**config.mk**
```make
export PLATFORM = sky130hd
export DESIGN_NAME = sm_sum_fifo
export DESIGN_NICKNAME = d
export VERILOG_FILES = /design/src/rtl/sm_sum_fifo.sv
export SDC_FILE = /design/constraint.sdc
export NUM_CORES = 1
export LEC_CHECK = 0
export BUFFER_PORTS_ARGS = -buffer_cell sky130_fd_sc_hd__buf_2
export CORE_MARGIN = 2
export CORE_UTILIZATION = 55
export CTS_CLUSTER_DIAMETER = 120
export DETAILED_ROUTE_END_ITERATION = 10
export MAX_ROUTING_LAYER = met4
export PLACE_DENSITY = 0.8
export SETUP_SLACK_MARGIN = 0.15
export SYNTH_ARGS = -nofsm -noshare
export SYNTH_HDL_FRONTEND = slang
export SYNTH_SLANG_ARGS = --single-unit
export TNS_END_PERCENT = 10
```
**constraint.sdc**
```tcl
create_clock -name clk -period 2.4 [get_ports clk]
set_input_delay 0.6 -clock clk [delete_from_list [all_inputs] [get_ports clk]]
set_output_delay 0.6 -clock clk [all_outputs]
set_load 0.05 [all_outputs]
```
**src/rtl/sm_sum_fifo.sv**
```systemverilog
// Small show-ahead FIFO behind the sum-every-3 stage: absorbs non-stallable pushes and flags drops.
// Optional running-maximum output o_peak is enabled by defining SM_SUM_FIFO_PEAK_EN.
module sm_sum_fifo #(
    parameter int DW    = 6,
    parameter int DEPTH = 4,
    localparam int AW   = $clog2(DEPTH)
) (
    input  logic          clk,
    input  logic          rst,
    input  logic          i_dval,
    input  logic [DW-1:0] i,
    input  logic          i_clr,
    output logic          o_dval,
    output logic [DW-1:0] o,
    input  logic          i_rdy,
    output logic [AW:0]   o_cnt,
    output logic          o_ovf
`ifdef SM_SUM_FIFO_PEAK_EN
    ,
    output logic [DW-1:0] o_peak
`endif
);

    localparam logic [AW:0]   FULL_CNT = (AW+1)'(DEPTH);
    localparam logic [AW:0]   CNT_ONE  = (AW+1)'(1);
    localparam logic [AW-1:0] PTR_ONE  = AW'(1);

    logic [DW-1:0] mem_q [DEPTH];
    logic [AW-1:0] wptr_q, wptr_d;
    logic [AW-1:0] rptr_q, rptr_d;
    logic [AW:0]   cnt_q, cnt_d;
    logic          ovf_q, ovf_d;

    logic nempty_s;
    logic full_s;
    logic pop_s;
    logic push_s;
    logic drop_s;
    logic wr_en_s;

    assign nempty_s = (cnt_q != {(AW+1){1'b0}});
    assign full_s   = (cnt_q == FULL_CNT);
    assign pop_s    = nempty_s && i_rdy;
    // A pop in the same cycle frees the slot, so a full FIFO can still accept.
    assign push_s   = i_dval && (!full_s || pop_s);
    assign drop_s   = i_dval && full_s && !pop_s;

    // Next-state for pointers, occupancy and the sticky overflow flag; flush wins.
    always_comb begin
        wptr_d  = wptr_q;
        rptr_d  = rptr_q;
        cnt_d   = cnt_q;
        ovf_d   = ovf_q;
        wr_en_s = 1'b0;
        if (i_clr) begin
            wptr_d  = {AW{1'b0}};
            rptr_d  = {AW{1'b0}};
            cnt_d   = {(AW+1){1'b0}};
            ovf_d   = 1'b0;
            wr_en_s = 1'b0;
        end else begin
            wr_en_s = push_s;
            if (push_s) begin
                wptr_d = wptr_q + PTR_ONE;
            end else begin
                wptr_d = wptr_q;
            end
            if (pop_s) begin
                rptr_d = rptr_q + PTR_ONE;
            end else begin
                rptr_d = rptr_q;
            end
            case ({push_s, pop_s})
                2'b10:   cnt_d = cnt_q + CNT_ONE;
                2'b01:   cnt_d = cnt_q - CNT_ONE;
                default: cnt_d = cnt_q;
            endcase
            if (drop_s) begin
                ovf_d = 1'b1;
            end else begin
                ovf_d = ovf_q;
            end
        end
    end

    // Control state registers.
    always_ff @(posedge clk or negedge rst) begin
        if (!rst) begin
            wptr_q <= {AW{1'b0}};
            rptr_q <= {AW{1'b0}};
            cnt_q  <= {(AW+1){1'b0}};
            ovf_q  <= 1'b0;
        end else begin
            wptr_q <= wptr_d;
            rptr_q <= rptr_d;
            cnt_q  <= cnt_d;
            ovf_q  <= ovf_d;
        end
    end

    // Storage array; contents are only meaningful between rptr and wptr, so no reset.
    always_ff @(posedge clk) begin
        if (wr_en_s) begin
            mem_q[wptr_q] <= i;
        end
    end

    assign o_dval = nempty_s;
    assign o      = nempty_s ? mem_q[rptr_q] : {DW{1'b0}};
    assign o_cnt  = cnt_q;
    assign o_ovf  = ovf_q;

`ifdef SM_SUM_FIFO_PEAK_EN
    logic [DW-1:0] peak_q, peak_d;

    // Running maximum over accepted pushes only; dropped sums never reach it.
    always_comb begin
        peak_d = peak_q;
        if (i_clr) begin
            peak_d = {DW{1'b0}};
        end else if (push_s && (i > peak_q)) begin
            peak_d = i;
        end else begin
            peak_d = peak_q;
        end
    end

    // Peak register.
    always_ff @(posedge clk or negedge rst) begin
        if (!rst) begin
            peak_q <= {DW{1'b0}};
        end else begin
            peak_q <= peak_d;
        end
    end

    assign o_peak = peak_q;
`endif

endmodule

```
### Yosys cells after proc, flatten, opt, wreduce, memory -nomap -nowiden

Memory sizes are Yosys's and may differ from the RTL's.
Index checks and enable logic that the tools add are counted.

* flip-flop bits (word level): 8
* bits in writable memories: 24
* input bits: 11
* output and inout port bits: 11
* word-level logic and storage cells: 36
* memories kept: 1

Memory list
* mem_q: words 4, bits a word 6, rd ports 1, clocked after Yosys merged registers in 0, wr ports 1, line 28 `logic [DW-1:0] mem_q [DEPTH];`

* $add $sub $neg: 4
* equal/unequal tests: 3
* multiplexer cells: 12
* reduce and logical (&&, ||, !) cells: 12

Operators by type and width (count)
* $mux W2: 4
* $mux W6: 1
* $pmux W3 S2: 1
* $reduce_bool A2 Y1: 3
* $reduce_bool A3 Y1: 2
* $mux W1: 5
* $add A2 B1 Y2 const B: 2
* $logic_and A1 B1 Y1: 4
* $add A3 B1 Y3 const B: 1
* $eq A3 B3 Y1 const B: 1
* $mux W3: 1
* $sub A3 B1 Y3 const B: 1
* $eq A2 B1 Y1 const B: 1
* $eq A2 B2 Y1 const B: 1
* $logic_not A1 Y1: 2
* $logic_or A1 B1 Y1: 1

### Logic depth before layout (Yosys ltp)

* word-level depth: 7
* mapped depth: 7
* mapped depth without buffers: 6

### Worst setup path after synthesis

No wires, ideal clock.

* path type: register -> register
* start point: register cnt_q[1], in the netlist o_cnt[1]
* end point: register cnt_q[2], in the netlist o_cnt[2]
* library setup time: 0.082 ns
* data arrival time: 2.272 ns
* data required time: 2.318 ns
* slack: 0.046 ns
* cell stages (with the launch flop): 6
* buffers on the path: 0
* clock period less this slack: 2.354 ns
* cells stage by stage: dfrtp_1 or3_4 nor2b_4 fa_1 or4_1 a31oi_1

* cells in the longest elaborated chain, start to end: 7
* elaborated cells on any way between the ends: 13
* those cells by class: add/sub (2); eq/ne (3); mux (2); reduce/logical (6)

RTL lines
* start, declared: line 31 `logic [AW:0] cnt_q, cnt_d;`
* start signal, assigned: line 91 `cnt_q <= {(AW+1){1'b0}};`
* start signal, assigned: line 96 `cnt_q <= cnt_d;`
* $eq A3 B3 Y1 / $reduce_bool A3 Y1 (equally long branches): line 42, 41
* $logic_not A1 Y1 / $logic_and A1 B1 Y1 (equally long branches): line 45, 43
* $logic_or A1 B1 Y1: line 45 `assign push_s = i_dval && (!full_s || pop_s);`
* $logic_and A1 B1 Y1: line 45
* $eq A2 B1 Y1 / $eq A2 B2 Y1 (equally long branches): line 73 `case ({push_s, pop_s})`
* $pmux W3 S2: line 73
* $mux W3: line 55 `if (i_clr) begin`

Several ways; a longest one is shown, not always the timed one.
A chain may end at the register's enable or synchronous reset.

### Worst setup path after layout

* start point: register rptr_q[0]
* end point: output port o[4]

* cells in the longest elaborated chain, start to end: 2

RTL lines
* start, declared: line 30 `logic [AW-1:0] rptr_q, rptr_d;`
* start signal, assigned: line 90 `rptr_q <= {AW{1'b0}};`
* start signal, assigned: line 95 `rptr_q <= rptr_d;`
* $mem_v2 Z4 W6
* $mux W6: line 109 `assign o = nempty_s ? mem_q[rptr_q] : {DW{1'b0}};`
* end, declared: line 14 `output logic [DW-1:0] o,`

Every way passes these cells.

==> reports/metrics.yaml <==
status: "finished, final reports clean"
fin_skew_ps: 7.55
hpwl_um: 1730
peakVddDrop_mv: 0.667
synth_most_common_cell: "edfxtp_1"
drcViolationCount: 0
drt-pass1-iter-count: 4
finalSetupViolCount: 0
synth-edff-count: 24
antenna_found_initial: 0
start_util: 0.592
synth_common_cells: "edfxtp_1, nor2_1, dfrtp_1"
maxCapViolCount: 0
track_usage: 0.177
grt_pass1_vias: 833
period_share: 0.924
cts_root_buf: "clkbuf_4"
hold_ws_ps: 107
crit_chain: "buf_6 > mux4_2 > and2_4 > buf_8"
r2r.worst_path.cells: 5
reg2reg_from: "o_cnt[2]"
syn2layout_area_growth_pct: 19.4
timing.rr.end: "o_cnt[2]"
detail-route-antenna-nets: 0
viasPerCell: 5.38
port_buffers: 21
synth.avg_cell_area_um2: 15.2
regToRegSetupSlack_ps: 300
slowest_delay_ps: 490
final-max-slew-violation-count: 0
synthCells: 99
arrival_ps: 1620
layout.nets: 145
synthArstFlopShare: 0.250
path_clk_slew_ps: 90
die_w_um: 56.4
synth-main-ff-cell: "edfxtp_1"
wl_per_cell_um: 15.5
relSlewSlack: 0.775
synth.area.top_cells: "edfxtp_1, dfrtp_1, mux4_2, ha_1, and2_2"
drt-initial-drc-count: 17
yosysUniqueCellTypes: 37
cts_tree: "done"
seq_area_frac_synth: 0.611
drive_gt1_frac: 0.415
cts_buffers: 5
io_pins: 22
switching_share: 0.367
overflow: 0
pwr-share-comb: 0.468
syn_area_mm2: 0.00151
worst_ep_required_time_ps: 1800
grt_max_degree: 11
slowest_stage: "mux4_2"
endpoint_kind: "output pin"
synth_largest_area_cell: "edfxtp_1"
crit_fanout: 4
hold_viol_final: 0
rsz0062_at_grt: "true"
yosysWarnings: 0
p_int_mw: 1.12
seqPwrFrac: 0.377
leakage_nw: 0.704
synth_fp_nets: 115
antennaDiodeCount: 0
critPathLaunchType: "register"
clock-sinks: 32
p_sw_uw: 653
clkPwrFrac: 0.155
tns_ps: 0
core_area_mm2: 0.00254
clockBufferDepth: 2
die_h_um: 56.4
critical_path_class: "reg2out"
fillers: 171
synth_top_area_frac: 0.478
wl_um: 2480
vias: 861
grt_pass1_wl_um: 4040
worst_slew_pin_slew_ps: 338
routabilityCongestion: 0.674
holdCritPathClass: "in2async"
dieArea_mm2: 0.00318
clkLatencyLatePin_ps: 320
max_freq_mhz: 451
min_period_ps: 2220
power_density_mw_per_mm2: 986
rows: 18
ys_ff_latch: 32
htree_levels: 2
==> metrics by stage <==
step	util	cell area, µm²	setup WS, ps	cells	total power, mW
after floorplan	-	1510	178	99	1.22
after global placement	0.644	1640	203	147	1.33
after detailed placement	0.644	1640	179	147	1.35
after CTS	0.698	1780	123	158	1.75
after global routing	0.707	1800	123	160	1.86
final	0.707	1800	183	160	1.78
==> sequential cells by signal, indices dropped and copies added (netlist names) <==
signal and count:
wptr_q 2, mem_q 24, o_ovf 1, rptr_q 2, o_cnt 3
==> worst max-delay path, delay by kind of cell (launching register included) <==
kind	cells	cell delay [ps]
flip-flops	1	380
buffers and inverters	2	270
AND/OR/NAND/NOR	1	160
multiplexers	1	490
==> final cells by class <==
cell class                 count  area [µm²]  area share
timing repair buffer          29         233       0.129
clock buffer                   7        45.0      0.0250
tap                           30        37.5      0.0208
clock inverter                 1        3.75     0.00208
multi-input combinational     59         549       0.305
inverter                       2        7.51     0.00417
sequential                    32         925       0.514
==> power by group through the flow <==
stage	Sequential (mW)	Clock, mW	Combinational [mW]
after floorplan	0.738	0	0.479
after global placement	0.700	0	0.632
after detailed placement	0.704	0	0.643
after CTS	0.672	0.283	0.799
after global routing	0.675	0.309	0.880
final	0.669	0.276	0.830
==> what timing repair did <==
item	CTS	global route
gates cloned	0	0
hold buffers	0	0
endpoints found under the hold margin	0	0
resized for setup	22	4
setup endpoints to repair	6	6
buffers inserted	3	2
pin swaps	0	6
==> how the worst max path moves through the flow <==
stage,slack [ps],start,cells past startpoint,end
floorplan,180,o_cnt[2],5,o_cnt[2]
global placement,200,i_dval,6,o_cnt[2]
detailed placement,180,i_dval,6,o_cnt[2]
CTS,120,rptr_q[0],4,o[5]
global route,120,rptr_q[0],4,o[3]
finish,180,rptr_q[0],4,o[4]
==> routing by layer <==
layer	GRT usage	share of wire
met1	0.241	0.46
met2	0.254	0.48
met3	0.0507	0.046
met4	0.0714	0.014
met5	-	0
==> layout by cell type, fill, tap and decap left out, types with 2 or more instances in the layout <==
| cell | instances |
|---|---|
| a21oi_1 | 2 |
| and2_1 | 4 |
| and2_4 | 6 |
| buf_2 | 15 |
| buf_4 | 6 |
| buf_6 | 2 |
| buf_8 | 6 |
| clkbuf_1 | 2 |
| clkbuf_4 | 5 |
| dfrtp_1 | 5 |
| dfrtp_2 | 3 |
| edfxtp_1 | 24 |
| ha_1 | 4 |
| inv_1 | 2 |
| mux4_2 | 6 |
| nand2_1 | 3 |
| nand2b_1 | 2 |
| nor2_1 | 9 |
| xor2_1 | 2 |
==> cells by family (layout without fill, tap and decap cells) <==
family | Yosys count | in the layout | share of synthesized area
compound gates | 10 | 10 | 0.0548
fa+ha+maj | 5 | 5 | 0.0465
buf+inv | 8 | 39 | 0.0299
xor+xnor | 3 | 3 | 0.0174
flops | 32 | 32 | 0.611
simple gates | 33 | 33 | 0.137
mux | 8 | 8 | 0.104
(Power assumes the default switching activity.)
